## src/rtl/memcpy_dma.sv

```systemverilog
// Register-programmed DMA engine: copies a block of words from SRC to DST, or fills DST with a constant,
// through a single request/acknowledge memory master port.
module memcpy_dma #(
    parameter int ADDR_BITS = 16,
    parameter int DATA_BITS = 16,
    parameter int LEN_BITS  = 16
) (
    input  logic                 CLK,
    input  logic                 RSTb,
    input  logic [2:0]           port_addr,
    input  logic [DATA_BITS-1:0] port_in,
    input  logic                 port_wr,
    output logic [DATA_BITS-1:0] port_out,
    output logic [ADDR_BITS-1:0] mem_addr,
    output logic                 mem_rd,
    output logic                 mem_wr,
    output logic [DATA_BITS-1:0] mem_wdata,
    input  logic [DATA_BITS-1:0] mem_rdata,
    input  logic                 mem_ack,
    output logic                 irq
);

    typedef enum logic [1:0] {IDLE, READ, WRITE} state_t;

    localparam logic [2:0] A_SRC    = 3'd0;
    localparam logic [2:0] A_DST    = 3'd1;
    localparam logic [2:0] A_LEN    = 3'd2;
    localparam logic [2:0] A_CTRL   = 3'd3;
    localparam logic [2:0] A_STATUS = 3'd4;
    localparam logic [2:0] A_FILL   = 3'd5;

    state_t                 state_reg, state_next;
    logic [ADDR_BITS-1:0]   src_reg, src_next;
    logic [ADDR_BITS-1:0]   dst_reg, dst_next;
    logic [LEN_BITS-1:0]    len_reg, len_next;
    logic [DATA_BITS-1:0]   fill_reg, fill_next;
    logic [DATA_BITS-1:0]   data_reg, data_next;
    logic                   fill_mode_reg, fill_mode_next;
    logic                   irq_en_reg, irq_en_next;
    logic                   busy_reg, busy_next;
    logic                   done_reg, done_next;
    logic                   aborted_reg, aborted_next;
    logic                   abort_reg, abort_next;

    logic ctrl_wr;
    logic start_req;
    logic abort_req;
    logic abort_now;

    assign ctrl_wr   = port_wr && (port_addr == A_CTRL);
    // Abort beats start when both arrive in the same CTRL write.
    assign start_req = ctrl_wr && port_in[0] && !port_in[3];
    assign abort_req = ctrl_wr && port_in[3];
    // An abort written in the very cycle the pending request is acknowledged still takes effect.
    assign abort_now = abort_reg || (abort_req && busy_reg);

    always_comb begin
        state_next     = state_reg;
        src_next       = src_reg;
        dst_next       = dst_reg;
        len_next       = len_reg;
        fill_next      = fill_reg;
        data_next      = data_reg;
        fill_mode_next = fill_mode_reg;
        irq_en_next    = irq_en_reg;
        busy_next      = busy_reg;
        done_next      = done_reg;
        aborted_next   = aborted_reg;
        abort_next     = abort_reg;

        if (port_wr) begin
            case (port_addr)
                A_SRC:    if (!busy_reg) src_next  = ADDR_BITS'(port_in);
                A_DST:    if (!busy_reg) dst_next  = ADDR_BITS'(port_in);
                A_LEN:    if (!busy_reg) len_next  = LEN_BITS'(port_in);
                A_FILL:   if (!busy_reg) fill_next = port_in;
                A_CTRL: begin
                    irq_en_next = port_in[2];
                    if (!busy_reg) fill_mode_next = port_in[1];
                end
                A_STATUS: begin
                    if (port_in[1]) done_next    = 1'b0;
                    if (port_in[2]) aborted_next = 1'b0;
                end
                default: ;
            endcase
        end

        if (abort_req && busy_reg) abort_next = 1'b1;

        case (state_reg)
            IDLE: begin
                if (start_req) begin
                    aborted_next = 1'b0;
                    if (len_reg == '0) begin
                        done_next = 1'b1;
                    end else begin
                        done_next  = 1'b0;
                        busy_next  = 1'b1;
                        state_next = port_in[1] ? WRITE : READ;
                    end
                end
            end
            READ: begin
                if (mem_ack) begin
                    data_next = mem_rdata;
                    if (abort_now) begin
                        state_next   = IDLE;
                        busy_next    = 1'b0;
                        aborted_next = 1'b1;
                        done_next    = 1'b0;
                        abort_next   = 1'b0;
                    end else begin
                        state_next = WRITE;
                    end
                end
            end
            WRITE: begin
                if (mem_ack) begin
                    if (!fill_mode_reg) src_next = src_reg + ADDR_BITS'(1);
                    dst_next = dst_reg + ADDR_BITS'(1);
                    len_next = len_reg - LEN_BITS'(1);
                    if (abort_now) begin
                        state_next   = IDLE;
                        busy_next    = 1'b0;
                        aborted_next = 1'b1;
                        done_next    = 1'b0;
                        abort_next   = 1'b0;
                    end else if (len_reg == LEN_BITS'(1)) begin
                        state_next = IDLE;
                        busy_next  = 1'b0;
                        done_next  = 1'b1;
                    end else begin
                        state_next = fill_mode_reg ? WRITE : READ;
                    end
                end
            end
            default: state_next = IDLE;
        endcase
    end

    always_ff @(posedge CLK or negedge RSTb) begin
        if (!RSTb) begin
            state_reg     <= IDLE;
            src_reg       <= '0;
            dst_reg       <= '0;
            len_reg       <= '0;
            fill_reg      <= '0;
            data_reg      <= '0;
            fill_mode_reg <= 1'b0;
            irq_en_reg    <= 1'b0;
            busy_reg      <= 1'b0;
            done_reg      <= 1'b0;
            aborted_reg   <= 1'b0;
            abort_reg     <= 1'b0;
        end else begin
            state_reg     <= state_next;
            src_reg       <= src_next;
            dst_reg       <= dst_next;
            len_reg       <= len_next;
            fill_reg      <= fill_next;
            data_reg      <= data_next;
            fill_mode_reg <= fill_mode_next;
            irq_en_reg    <= irq_en_next;
            busy_reg      <= busy_next;
            done_reg      <= done_next;
            aborted_reg   <= aborted_next;
            abort_reg     <= abort_next;
        end
    end

    // Master outputs decode straight from the state register so reset drops them asynchronously.
    always_comb begin
        mem_rd    = (state_reg == READ);
        mem_wr    = (state_reg == WRITE);
        mem_addr  = '0;
        mem_wdata = '0;
        if (state_reg == READ) begin
            mem_addr = src_reg;
        end else if (state_reg == WRITE) begin
            mem_addr  = dst_reg;
            mem_wdata = fill_mode_reg ? fill_reg : data_reg;
        end
    end

    always_comb begin
        port_out = '0;
        case (port_addr)
            A_SRC:    port_out = DATA_BITS'(src_reg);
            A_DST:    port_out = DATA_BITS'(dst_reg);
            A_LEN:    port_out = DATA_BITS'(len_reg);
            A_CTRL: begin
                port_out[1] = fill_mode_reg;
                port_out[2] = irq_en_reg;
            end
            A_STATUS: begin
                port_out[0] = busy_reg;
                port_out[1] = done_reg;
                port_out[2] = aborted_reg;
            end
            A_FILL:   port_out = fill_reg;
            default:  port_out = '0;
        endcase
    end

    assign irq = done_reg && irq_en_reg;

endmodule

```

## config.mk

```make
export PLATFORM = sky130hd
export DESIGN_NAME = memcpy_dma
export DESIGN_NICKNAME = d
export VERILOG_FILES = /design/src/rtl/memcpy_dma.sv
export SDC_FILE = /design/constraint.sdc
export NUM_CORES = 1
export LEC_CHECK = 0
export CAP_MARGIN = 25
export CORE_MARGIN = 3
export CORE_UTILIZATION = 50
export CTS_BUF_LIST = sky130_fd_sc_hd__clkbuf_2 sky130_fd_sc_hd__clkbuf_4 sky130_fd_sc_hd__clkbuf_8
export DETAILED_ROUTE_END_ITERATION = 12
export MAX_ROUTING_LAYER = met4
export PLACE_DENSITY_LB_ADDON = 0.25
export SLEW_MARGIN = 0
export SYNTH_ARGS = -nofsm -noshare
export SYNTH_HDL_FRONTEND = slang
export SYNTH_SLANG_ARGS = --single-unit
```

## constraint.sdc

```tcl
create_clock -name CLK -period 5.1 [get_ports CLK]
set_clock_uncertainty 0.2 [all_clocks]
set_input_delay 1.02 -clock CLK [delete_from_list [all_inputs] [get_ports CLK]]
set_output_delay 1.02 -clock CLK [all_outputs]
set_load 0.02 [all_outputs]
```

Word-level counts from Yosys, hierarchy flattened
Index checks and enable logic that the tools add are counted.
- output and inout bits: 51
- register bits after elaboration: 88
- word-level logic and storage cells: 113
- equal/unequal tests: 14
- bitwise operators: 1
- mux-type cells: 64
- reductions and logical operators: 19
- add/sub/neg operators: 3
- operator list (operator ; count):
    two-way mux 16 bit ; 21
    case mux 13 bit (4 select lines) ; 1
    adder 16 x 1 -> 16 bit, second input constant ; 2
    two-way mux 1 bit ; 27
    two-way mux 2 bit ; 9
    == test 16 x 1 -> 1 bit, second input constant ; 1
    logical NOT 16 bit ; 1
    subtractor 16 x 1 -> 16 bit, second input constant ; 1
    case mux 2 bit (6 select lines) ; 1
    AND reduction 7 bit ; 1
    == test 3 x 2 -> 1 bit, second input constant ; 2
    == test 3 bit, second input constant ; 2
    logical AND 1 bit ; 6
    inequality test 2 x 1 -> 1 bit, second input constant ; 3
    case mux 1 bit (3 select lines) ; 2
    case mux 2 bit (3 select lines) ; 1
    AND reduction 3 bit ; 2
    case mux 1 bit (5 select lines) ; 1
    inequality test 2 bit, second input constant ; 2
    AND reduction 2 bit ; 2
    AND reduction 4 bit ; 1
    == test 3 x 1 -> 1 bit, second input constant ; 1
    logical NOT 3 bit ; 1
    inequality test 3 x 1 -> 1 bit, second input constant ; 1
    9 further kinds ; 9

Depth between registers and ports, before layout
Gate-level depths: netlist of run 1.
- depth after elaboration: 8
- depth in mapped cells: 9

Least setup slack after synthesis of run 1
OpenSTA, ideal clock, no wires.
- path type: input to output
- start: input port_addr[2]
- end: output port_out[10]
- cell stages on the path: 6
- data arrival time: 2.366 ns
- data required time: 3.880 ns
- path slack: 1.514 ns
- path through: buf_2 -> and2_1 -> clkbuf_1 -> clkbuf_1 -> a21oi_1 -> o21ai_0
- cells in the longest elaborated chain, start to end: 2
- elaborated cells between the ends (all ways): 5
- classes of those cells: eq/ne (3); mux (1); reduce/logical (1)
- RTL lines (item ; RTL line ; source):
    from (decl) ; 10 ; input logic [2:0] port_addr,
    == test 3 bit (tied with other cells) ; 188 ; case (port_addr)
    case mux 13 bit (4 select lines) (*) ; 188 ;
    to (decl) ; 13 ; output logic [DATA_BITS-1:0] port_out,
Every way passes the cells marked *; elsewhere a longest branch is shown, timed or not.

Worst setup path in the final report of run 1
- start: input port_addr[0]
- end: output port_out[9]
Same word-level chain as after synthesis.

==> results summary, run 1 <==
Setup repair after global routing left no endpoint under its margin. The fill cell instance count of the final layout came out at 971. The final-layout setup total negative slack came out at 0 ns. The internal power contribution came out at 2.11 mW. In the final routed layout, each cell accounts on average for 22.9 microns. In this run the post-CTS setup repair buffer count came out at 0. The floorplan core area is 10900 sq um.

The prevailing post-synth register cell is dfrtp_1. The total net switching power is 1.80 mW. TritonCTS built the clock tree. The longest clock path from root to sink contains 2 buffers. The sum of internal, switching and leakage power came out at 3.90 mW. The proportion of synthesized flip-flops having asynchronous set or reset came out at 100%.

The initial DRC count came out at approximately 670. The number of placement rows came out at 38. Of the post-synthesis cell area, the dominant cell type holds 39.3%. The leakage power of the design is 2.74 nW.

Detailed placement finished with a half-perimeter wire length of 14200 microns. The clock period could shrink to 4.70 ns. The die is 112 microns tall. Sorting the synthesized cells by area gives the leading types as dfrtp_1, mux2_2, nor2_1. The uppermost signal routing layer after detailed routing is met4.

The post-route antenna net violation count came out at 0. The data arrival time at the worst-slack endpoint is 3.48 ns. The sequential area share after synthesis came out at 39.3%. The launching instance or port of the critical path is port_addr[0]. The number of ports placed on the die boundary came out at 90. The max capacitance violation total came out at 0. The clock transition at the registers of the reported paths came out at 0.09 ns. In this run the worst path has a maximum fanout of 15. In this run, post-CTS repair resized a total of 0 instances. The initial antenna violation count came out at 0.

The netlist uses between 50 and 60 different library cells. The cell area that synthesis handed to floorplanning was 5600 sq um. The signed area change from the synthesized netlist to the final layout is 20.8%. The count of buffers from port buffering is 89. The register-to-register setup slack came out at 2.13 ns. The count of H-tree levels built during CTS came out at 3. The post-synthesis net count came out at roughly 700.

The cell type with the largest total area after synthesis is dfrtp_1. The length in cells of the worst reg-to-reg path came out at 6. The global-route total usage across every layer is 33.0%. In this run the critical register-to-register path is captured at dst_reg[2]. The flow ran to the end, and the final reports show no timing, DRC or antenna violations. The type of destination of the critical path is a primary output. The startpoint class of the critical path is a primary input.

CTS placed an instance of clkbuf_8 at the clock tree root. The data required time at the worst endpoint came out at ~3.9 ns. In the routed layout, each cell is associated on average with a via count of 6.42. The quantity of hold-fixing buffers added after cts is 0. The count of state elements after synthesis is 88. In this run the worst setup path terminates at port_out[9].

In this run, CTS created clock tree buffers numbering 9. Routability-driven placement finished with a final weighted congestion of 0.982. The most common cell in the synthesized netlist is nor2_1. For this configuration, the core starts out at a cell density of between 50% and 60%. The largest net degree at the start of global routing is 48. The detailed router put a total of roughly 8000 microns of wire on met1. The number of nets in the final layout came out at about 770. The peak supply drop came out at 0.322 mV.

The clock insertion delay at the later pin of the skew report is 0.38 ns. The number of clock sinks is 88. The total vias in the final route is 5538.

The share of total power consumed by net switching is 46.0%. After detailed routing, the met3 layer carries 1780 microns of wire. By startpoint and endpoint, the worst setup path is classified as primary input to primary output. The achievable clock frequency came out at 213 MHz. After detailed routing, the total wire length is just under 20000 microns. The leftover overflow at the end of global routing came out at 0.

The die covers 12500 sq um. The post-synthesis cell count came out at approximately 650. The period utilization is 92.1%. In this run the tightest slew margin relative to its limit is between 30 and 40%.

The count of flip-flops with a built-in enable after synthesis came out at 0. The number of antenna diodes is 0. The die width is approximately 110 microns.

Counting instances in the post-synthesis netlist gives the leading cell types as nor2_1, dfrtp_1, nand2_1, o21ai_0, a21oi_1. At the pin with the least slew margin, the transition time is 0.911 ns. The mean area per synthesized cell came out at 8.60 sq um. The met2 wirelength from detailed routing is 8770 microns. Dividing total power by cell area gives a power density of slightly below 600 nW/um^2. Sequential cells account for 39.2% of the total power. The clock power share is between 10% and 20%. Setup violations remaining at the end of the flow were counted as 0. The first-pass detailed-route iteration total is 7. At the end of the flow the core is filled with cells to 62.1%.

The number of global-route vias before repair is 5501. The reg-to-reg critical path startpoint is state_reg[0]. The max-slew violation count was 0. The worst min-delay path class is flip-flop to flip-flop. Combinational cells account for 47.7% of the total power.

The number of warnings reported in the yosys synthesis log came out at 0. The first-pass GRT wire length came out at 31000 microns. After detailed routing, the number of remaining DRC violations is 0.

The fraction of layout instances using a drive strength above 1 is around 11%. The hold violation count in the final report is 0.
-- routing by layer --
metal | GRT usage [%] | vias up
li1 | - | 2489
met1 | 44.3 | 2673
met2 | 48.5 | 304
met3 | 4.67 | 72
met4 | 17.9 | 0
met5 | - | -
-- worst max-delay path, cell delays in order --
cell,delay [ns]
clkdlybuf4s50_1,0.75
and2_1,0.55
a21oi_1,0.16
o21ai_0,0.32
clkdlybuf4s50_1,0.67
-- kinds of logic after synthesis --
group | Yosys count | synth area share (%)
and+or+nand+nor | 254 | 21.2
AOI/OAI and AO/OA | 169 | 19.4
DFF | 88 | 39.3
muxes | 72 | 13.7
buffers and inverters | 59 | 4.38
adders and majority gates | 9 | 2.01
-- power groups by stage --
| stage | sequential [mW] | combinational [mW] | clock (mW) |
|---|---|---|---|
| floorplan | 1.26 | 1.31 | 0 |
| detailed placement | 1.53 | 1.81 | 0 |
| finish | 1.53 | 1.86 | 0.512 |
| global placement | 1.52 | 1.77 | 0 |
| CTS | 1.52 | 1.82 | 0.522 |
| global route | 1.57 | 2.03 | 0.548 |
-- through the flow --
step	area, sq um	hold WS, ns	cells	worst slack [ns]
2_1_floorplan	5600	0.269	651	1.51
3_3_place_gp	6540	0.287	846	0.485
3_5_place_dp	6540	0.292	846	0.439
4_1_cts	6750	0.313	862	0.449
5_1_grt	6760	0.322	863	0.321
6_report	6760	0.310	863	0.403
-- worst min-delay path by stage --
stage | slack [ns] | startpoint | endpoint | cells past startpoint
final | 0.31 | data_reg[3] | data_reg[3] | 1
after global routing | 0.32 | data_reg[3] | data_reg[3] | 1
after CTS | 0.31 | data_reg[3] | data_reg[3] | 1
after detailed placement | 0.29 | data_reg[12] | data_reg[12] | 1
after global placement | 0.29 | data_reg[7] | data_reg[7] | 1
after floorplan | 0.27 | dst_reg[15] | dst_reg[15] | 1
-- layout by cell type, fill, tap and decap left out, types with 11 or more instances in the layout --
cell type         n
a311oi_1         11
a211oi_1         15
a21oi_1          39
nand4_1          12
mux2i_1          35
nand2_1          77
dfrtp_1          88
nand3_1          18
o21ai_0          55
nor2_1           96
mux2_2           37
clkdlybuf4s50_1  88
inv_1            17
-- final cells by class --
type | count | area, sq um | share of cell area, %
multi-input combinational | 504 | 3150 | 46.6
sequential | 88 | 2200 | 32.6
timing repair buffer | 98 | 963 | 14.3
tap | 140 | 175 | 2.59
clock buffer | 10 | 138 | 2.04
clock inverter | 6 | 68.8 | 1.02
inverter | 17 | 63.8 | 0.944
No activity file was read; power rests on OpenSTA's default activity.
==> run 2: changes to the inputs <==
DONT_BUFFER_PORTS = 1   (was default)
==> run 2 against run 1 <==
Net effect: count of clock-buffer cells in the layout fell by 1; sequential power barely moved; routed wire length fell by 6.8%; cell count fell by 11%; critical endpoint is now mem_addr[15]; largest power group is now sequential cells; highest routed layer unchanged.
==> results summary, run 2 (synthesized netlist as in run 1, its figures left out) <==
The number of antenna diodes came out at 0 (unchanged). The peak supply drop was 0.326 mV (was 0.322 mV). The die width is 112 microns (unchanged).

The most common cell after layout, fill and taps aside is nor2_1 (unchanged). The initial antenna violation count came out at 0 (unchanged). The first-pass GRT wire length is 28000 microns (was 31000 microns).

Cells traversed along the worst timing path: inv_1 -> ha_1 -> buf_4 -> nand2b_1 -> o21ai_0 (was clkdlybuf4s50_1 -> and2_1 -> a21oi_1 -> o21ai_0 -> clkdlybuf4s50_1). The fraction of layout instances using a drive strength above 1 is 11.5% (was 11.1%). The first-pass detailed-route iteration total came out at 6 (was 7). The placed cell area came out at 5610 sq um (was 6540 sq um). The proportion of power drawn by flip-flops and latches is 43.0% (was 39.2%). The total of cells resized after clock tree synthesis came to 0 (unchanged). The maximum cell stage delay along the critical path is 0.82 ns (was 0.75 ns). The initial core utilization is 51.4% (unchanged). The post-CTS setup buffer count came out at 0 (unchanged). The quantity of hold-fixing buffers added after cts was 0 (unchanged). The critical path buffer and inverter count is 2 (unchanged). The maximum fanout encountered on the critical timing path came out at 37 (was 15).

The met3 usage in global routing came to 7.39% (was 4.67%). The max capacitance violation total is 0 (unchanged). The signed area change from the synthesized netlist to the final layout came to 3.76% (was 20.8%).

The detailed-route wire length per cell came out at 24.0 microns (was 22.9 microns). The leakage power of the design is 2.36 nW (was 2.74 nW). The logic gate share of total power was 43.0% (was 47.7%).

The worst-case setup slack after placement came out at 1.55 ns (was 0.439 ns). The kind of cell with the highest combined delay on the critical path is compound AO/OA/AOI/OAI gates (was buffers and inverters). The post-detailed-route via-to-cell ratio came out at 6.68 (was 6.42). The endpoint of the worst register-to-register path is dst_reg[12] (was dst_reg[2]). The hold violation count in the final report is 0 (unchanged). The transition time at the pin with the least slew margin came out at 1.01 ns (was 0.911 ns).

Most frequent cells in the layout: nor2_1, dfrtp_1, nand2_1 (was nor2_1, dfrtp_1, clkdlybuf4s50_1). The CTS tree is done (unchanged). The routing usage on met1 is 39.8% (was 44.3%). The share of total power consumed by net switching was 48.3% (was 46.0%). The total net switching power came out at 1.69 mW (was 1.80 mW). The clock transition at the registers of the reported paths was 0.09 ns (about the same). The clock buffer count from CTS is 9 (unchanged).

The detailed placement HPWL is 13400 microns (was 14200 microns). The leftover overflow at the end of global routing is 0 (unchanged). The data required time at the worst endpoint came to 3.88 ns (about the same). Result of the run: finished, final reports clean (unchanged). The period utilization came out at 75.7% (was 92.1%).

The setup slack after layout is 1.24 ns (was 0.403 ns). The type of destination of the critical path is a primary output (unchanged). The post-route antenna net violation count is 0 (unchanged). The ratio of total power to cell area came to 603 nW/um^2 (was 577 nW/um^2). The number of ports placed on the die boundary is 90 (unchanged).

The global-route total usage across every layer came out at 30.6% (was 33.0%). The largest net degree at the start of global routing came out at 89 (was 48). The length in cells of the worst reg-to-reg path came to 8 (was 6). The number of global-route vias before repair came out at 4683 (was 5501). The area of the die is 12500 sq um (unchanged). The master cell of the clock root buffer is clkbuf_8 (unchanged).

The headroom to the max-slew limit is 32.5% (was 38.7%). The count of H-tree levels built during CTS is 3 (unchanged). The number of placement rows is 38 (unchanged). The total vias in the final route came out at 5124 (was 5538).

The cell type of the slowest stage on the worst timing path is o21ai_0 (was clkdlybuf4s50_1). The number of failing setup endpoints in the final timing report is 0 (unchanged). The internal power contribution came out at 1.81 mW (was 2.11 mW).

The classification of the worst setup path is flip-flop to primary output (was primary input to primary output). The fill cell instance count of the final layout is 1017 (was 971). The final-layout setup total negative slack came out at 0 ns (unchanged). The startpoint class of the critical path is a flip-flop (was primary input). The shortest period the worst path allows is 3.86 ns (was 4.70 ns). Unrepaired setup endpoints after global routing: false (unchanged). The die height was 112 microns (unchanged). The max-slew violation count was 0 (unchanged). The number of clock sinks is 88 (unchanged). The clock insertion delay at the later pin of the skew report came out at 0.38 ns (about the same). The detailed-route DRC error count was 0 (unchanged). The share of the core filled with cells came out at 53.3% (was 62.1%).

The total wire length after detailed routing came out at 18400 microns (was 19800 microns). The met2 demand-to-capacity share in global routing is 45.6% (was 48.5%). The final weighted congestion in routability-driven placement was 1.01 (was 0.982). The initial DRC count came out at 622 (was 674).

The global routing's busiest layer is met2 (unchanged). The floorplan core area came out at 10900 sq um (unchanged). The worst min-delay path class is primary input to asynchronous set/reset pin (was flip-flop to flip-flop). The register-to-register setup slack is 2.07 ns (was 2.13 ns).

The data arrival time at the worst-slack endpoint came to 2.64 ns (was 3.48 ns). The number of nets in the final layout came out at 671 (was 766). The count of buffers from port buffering came out at 0 (was 89). The clock power share came out at 14.0% (was 13.1%). The achievable clock frequency is 259 MHz (was 213 MHz). The post-route standard cell area excluding fillers came out at 5810 sq um (was 6760 sq um). The clock tree buffer depth came out at 2 (unchanged).

The reg-to-reg critical path startpoint is state_reg[0] (unchanged).
[run 2: cell types whose count changed in the layout (fill, tap and decap cells not counted), sizes merged]
cell           previous run  this run
clkdlybuf4s50            88         0
buf                      10         3
clkinv                    4         1
clkinvlp                  1         3
clkbuf                   10         9
inv                      17        18
[run 2: area by class of cell]
| type | count | area (sq um) | area share (%) |
|---|---|---|---|
| clock buffers | 9 | 124 | 2.13 |
| clock inverters | 6 | 70.1 | 1.21 |
| inverters | 17 | 63.8 | 1.10 |
| repair buffers | 3 | 22.5 | 0.388 |
| multi-input cells | 504 | 3150 | 54.2 |
| well taps | 140 | 175 | 3.02 |
| flip-flops and latches | 88 | 2200 | 37.9 |
[run 2: how the worst max path moves through the flow]
stage	end	cells after the start	slack [ns]	start
floorplan	port_out[10]	6	1.51	port_addr[2]
global placement	port_out[9]	3	1.58	port_addr[2]
detailed placement	port_out[9]	4	1.55	port_addr[0]
CTS	mem_addr[15]	5	1.21	state_reg[1]
global route	mem_addr[15]	5	1.07	state_reg[1]
finish	mem_addr[15]	5	1.24	state_reg[1]
[run 2: power by group through the flow]
stage               Combinational, mW  Sequential [mW]  Clock [mW]
CTS                              1.50             1.49       0.500
finish                           1.51             1.51       0.491
detailed placement               1.50             1.50           0
floorplan                        1.31             1.26           0
global placement                 1.46             1.49           0
global route                     1.65             1.55       0.534
[run 2: layer usage]
layer	part of all wire, %	up-vias
met5	0	-
met4	3.6	0
met3	10	36
met2	46	291
met1	40	2497
li1	-	2300
[run 2: through the flow]
step,hold slack (ns),power [mW],std cells
2_1_floorplan,0.269,2.57,651
3_3_place_gp,0.287,2.95,752
3_5_place_dp,0.293,3.00,752
4_1_cts,0.110,3.49,767
5_1_grt,0.103,3.73,767
6_report,0.121,3.50,767
==> run 3: changes to the inputs <==
clock period = 3.5 ns   (was 5.1 ns; I/O delays follow)
==> run 3 against run 2 <==
Net effect: non-clock buffer count is 43 higher; combinational power grew 62%; via count grew 2.7%; routed wire length increased by 0.33%; register-to-register slack worse by 1.3 ns; critical path type unchanged; utilization grew 3.2 points; worst hold slack got worse by 0.10 ns.
==> results summary, run 3 (synthesized netlist as in run 1, its figures left out) <==
Result of the run: finished, final reports clean (unchanged). The sum of internal, switching and leakage power came out at 5.34 mW (was 3.50 mW). The final weighted congestion in routability-driven placement came to 1.04 (was 1.01).

By instance count, the cell type seen most on the critical path is buf_4. The die width is 112 microns (unchanged). The number of clock sinks was 88 (unchanged). The total of cells resized after clock tree synthesis is 0 (unchanged).

The total vias in the final route is 5262 (was 5124). The first-pass GRT wire length is 28000 microns (about the same). The initial antenna violation count came out at 1 (was 0). The total wire length after detailed routing is 18500 microns (was 18400 microns). The max capacitance violation total came out at 0 (unchanged). The final-layout setup total negative slack is 0 ns (unchanged). The number of global-route vias before repair is 4902 (was 4683).

The detailed-route DRC error count was 0 (unchanged). The clock transition at the registers of the reported paths came to 0.11 ns (was 0.09 ns). The maximum fanout encountered on the critical timing path is 18 (was 37).

The worst min-delay path class was primary input to asynchronous set/reset pin (unchanged). The CTS tree is done (unchanged). The area of the die came to 12500 sq um (unchanged). The met2 wirelength from detailed routing is 8120 microns (was 8480 microns).

The post-route antenna net violation count is 0 (unchanged). The die height is 112 microns (unchanged). The type of destination of the critical path is a primary output (unchanged). The data required time at the worst endpoint is 2.60 ns (was 3.88 ns). The uppermost signal routing layer after detailed routing is met4 (unchanged). The signed area change from the synthesized netlist to the final layout is 9.95% (was 3.76%). The quantity of hold-fixing buffers added after cts came out at 1 (was 0). The cell type of the slowest stage on the worst timing path was dfrtp_1 (was o21ai_0). The most common cell after layout, fill and taps aside was nor2_1 (unchanged). The largest net degree at the start of global routing is 89 (unchanged). The leftover overflow at the end of global routing came to 0 (unchanged).

The leakage power of the design is 2.60 nW (was 2.36 nW). The master cell of the clock root buffer is clkbuf_8 (unchanged). The number of failing setup endpoints in the final timing report is 0 (unchanged). The max-slew violation count is 0 (unchanged). The first-pass detailed-route iteration total was 6 (unchanged). The fraction of layout instances using a drive strength above 1 is 17.2% (was 11.5%). The total met3 wirelength after detailed routing is 1610 microns (was 1840 microns). Cells traversed along the worst timing path: inv_1 -> ha_1 -> buf_4 -> nand2b_1 -> buf_4 -> o21ai_0 -> buf_4 (was inv_1 -> ha_1 -> buf_4 -> nand2b_1 -> o21ai_0). The global-route total usage across every layer is 30.1% (was 30.6%). The maximum cell stage delay along the critical path came out at 0.42 ns (was 0.82 ns). The startpoint class of the critical path was a flip-flop (unchanged). The headroom to the max-slew limit is 32.5% (about the same). The shortest period the worst path allows is 2.91 ns. The initial core utilization is 51.4% (unchanged).

The detailed-route wire length per cell is 22.8 microns (was 24.0 microns). Most frequent cells in the layout: nor2_1, dfrtp_1, nand2_1 (unchanged). The number of ports placed on the die boundary was 90 (unchanged). The achievable clock frequency came out at 344 MHz. Unrepaired setup endpoints after global routing: false (unchanged). The number of nets in the final layout was 714 (was 671).

The initial DRC count is 548 (was 622). The post-CTS setup buffer count was 0 (unchanged). The detailed placement HPWL is 13500 microns (was 13400 microns). The peak supply drop was 0.474 mV (was 0.326 mV). The clock insertion delay at the later pin of the skew report is 0.37 ns (was 0.38 ns). The count of buffers from port buffering came out at 0 (unchanged). The clock buffer count from CTS came out at 9 (unchanged). The ratio of total power to cell area came out at 868 nW/um^2 (was 603 nW/um^2). The number of placement rows came to 38 (unchanged). The count of H-tree levels built during CTS came out at 3 (unchanged).

The hold violation count in the final report is 0 (unchanged). The transition time at the pin with the least slew margin came out at 1.01 ns (about the same). The met1 wire length is 7880 microns (was 7450 microns).

The floorplan core area is 10900 sq um (unchanged). The post-detailed-route via-to-cell ratio was 6.49 (was 6.68). The data arrival time at the worst-slack endpoint is 2.01 ns (was 2.64 ns). The classification of the worst setup path is flip-flop to primary output (unchanged). The worst path uses between 80% and 90% of the clock period. The clock tree buffer depth is 2 (unchanged).
run 3: cell count changes in the layout (fill, tap and decap cells not counted), sizes merged:
| cell | delta |
|---|---|
| buf | +43 |
| clkbuf | +1 |
| diode | +1 |
| inv | -1 |
run 3: final timing paths:
path	from	to	slack, ns	depth (start not counted)
worst min-delay path	RSTb	len_reg[4]	0.02	1
max in group asynchronous	RSTb	src_reg[12]	2.69	1
worst min register to register	data_reg[14]	data_reg[14]	0.31	1
worst max register to register	state_reg[0]	dst_reg[13]	0.75	8
min in group CLK	mem_ack	abort_reg	0.24	1
worst max-delay path	state_reg[0]	mem_addr[15]	0.59	7
run 3: cell type report:
type | instances | area (sq um)
fill | 980 | 4730
inverter | 17 | 63.8
sequential | 88 | 2200
clock buffer | 10 | 138
multi-input combinational | 504 | 3150
antenna | 1 | 2.50
timing repair buffer | 46 | 365
clock inverter | 5 | 57.6
tap | 140 | 175
run 3: where the power goes:
part	switching [mW]	internal (mW)
Clock	0.387	0.344
Combinational	1.43	1.01
Sequential	0.685	1.48
Total	2.50	2.84
run 3: through the flow:
step,hold WS [ns],cell area [sq um],instances,utilization [%],worst slack (ns)
after global routing,0.0510,6150,811,56.5,0.485
after global placement,0.207,5930,794,54.4,0.829
final,0.0162,6150,811,56.5,0.592
after floorplan,0.204,5600,651,-,0.534
after CTS,0.0363,6150,810,56.5,0.570
after detailed placement,0.207,5930,794,54.4,0.831
run 3: worst max-delay path, delay by kind of cell, from the launching register on:
family | cells | cell delay, ns
compound gates | 1 | 0.24
fa+ha+maj | 1 | 0.17
buf+inv | 4 | 0.72
flops | 1 | 0.42
simple gates | 1 | 0.08
run 3: routing by layer:
metal / up-vias / global-route usage, %
met4: 0 / 14.7
met1: 2528 / 40.1
met3: 47 / 7.01
li1: 2404 / -
met2: 283 / 43.2
met5: - / -
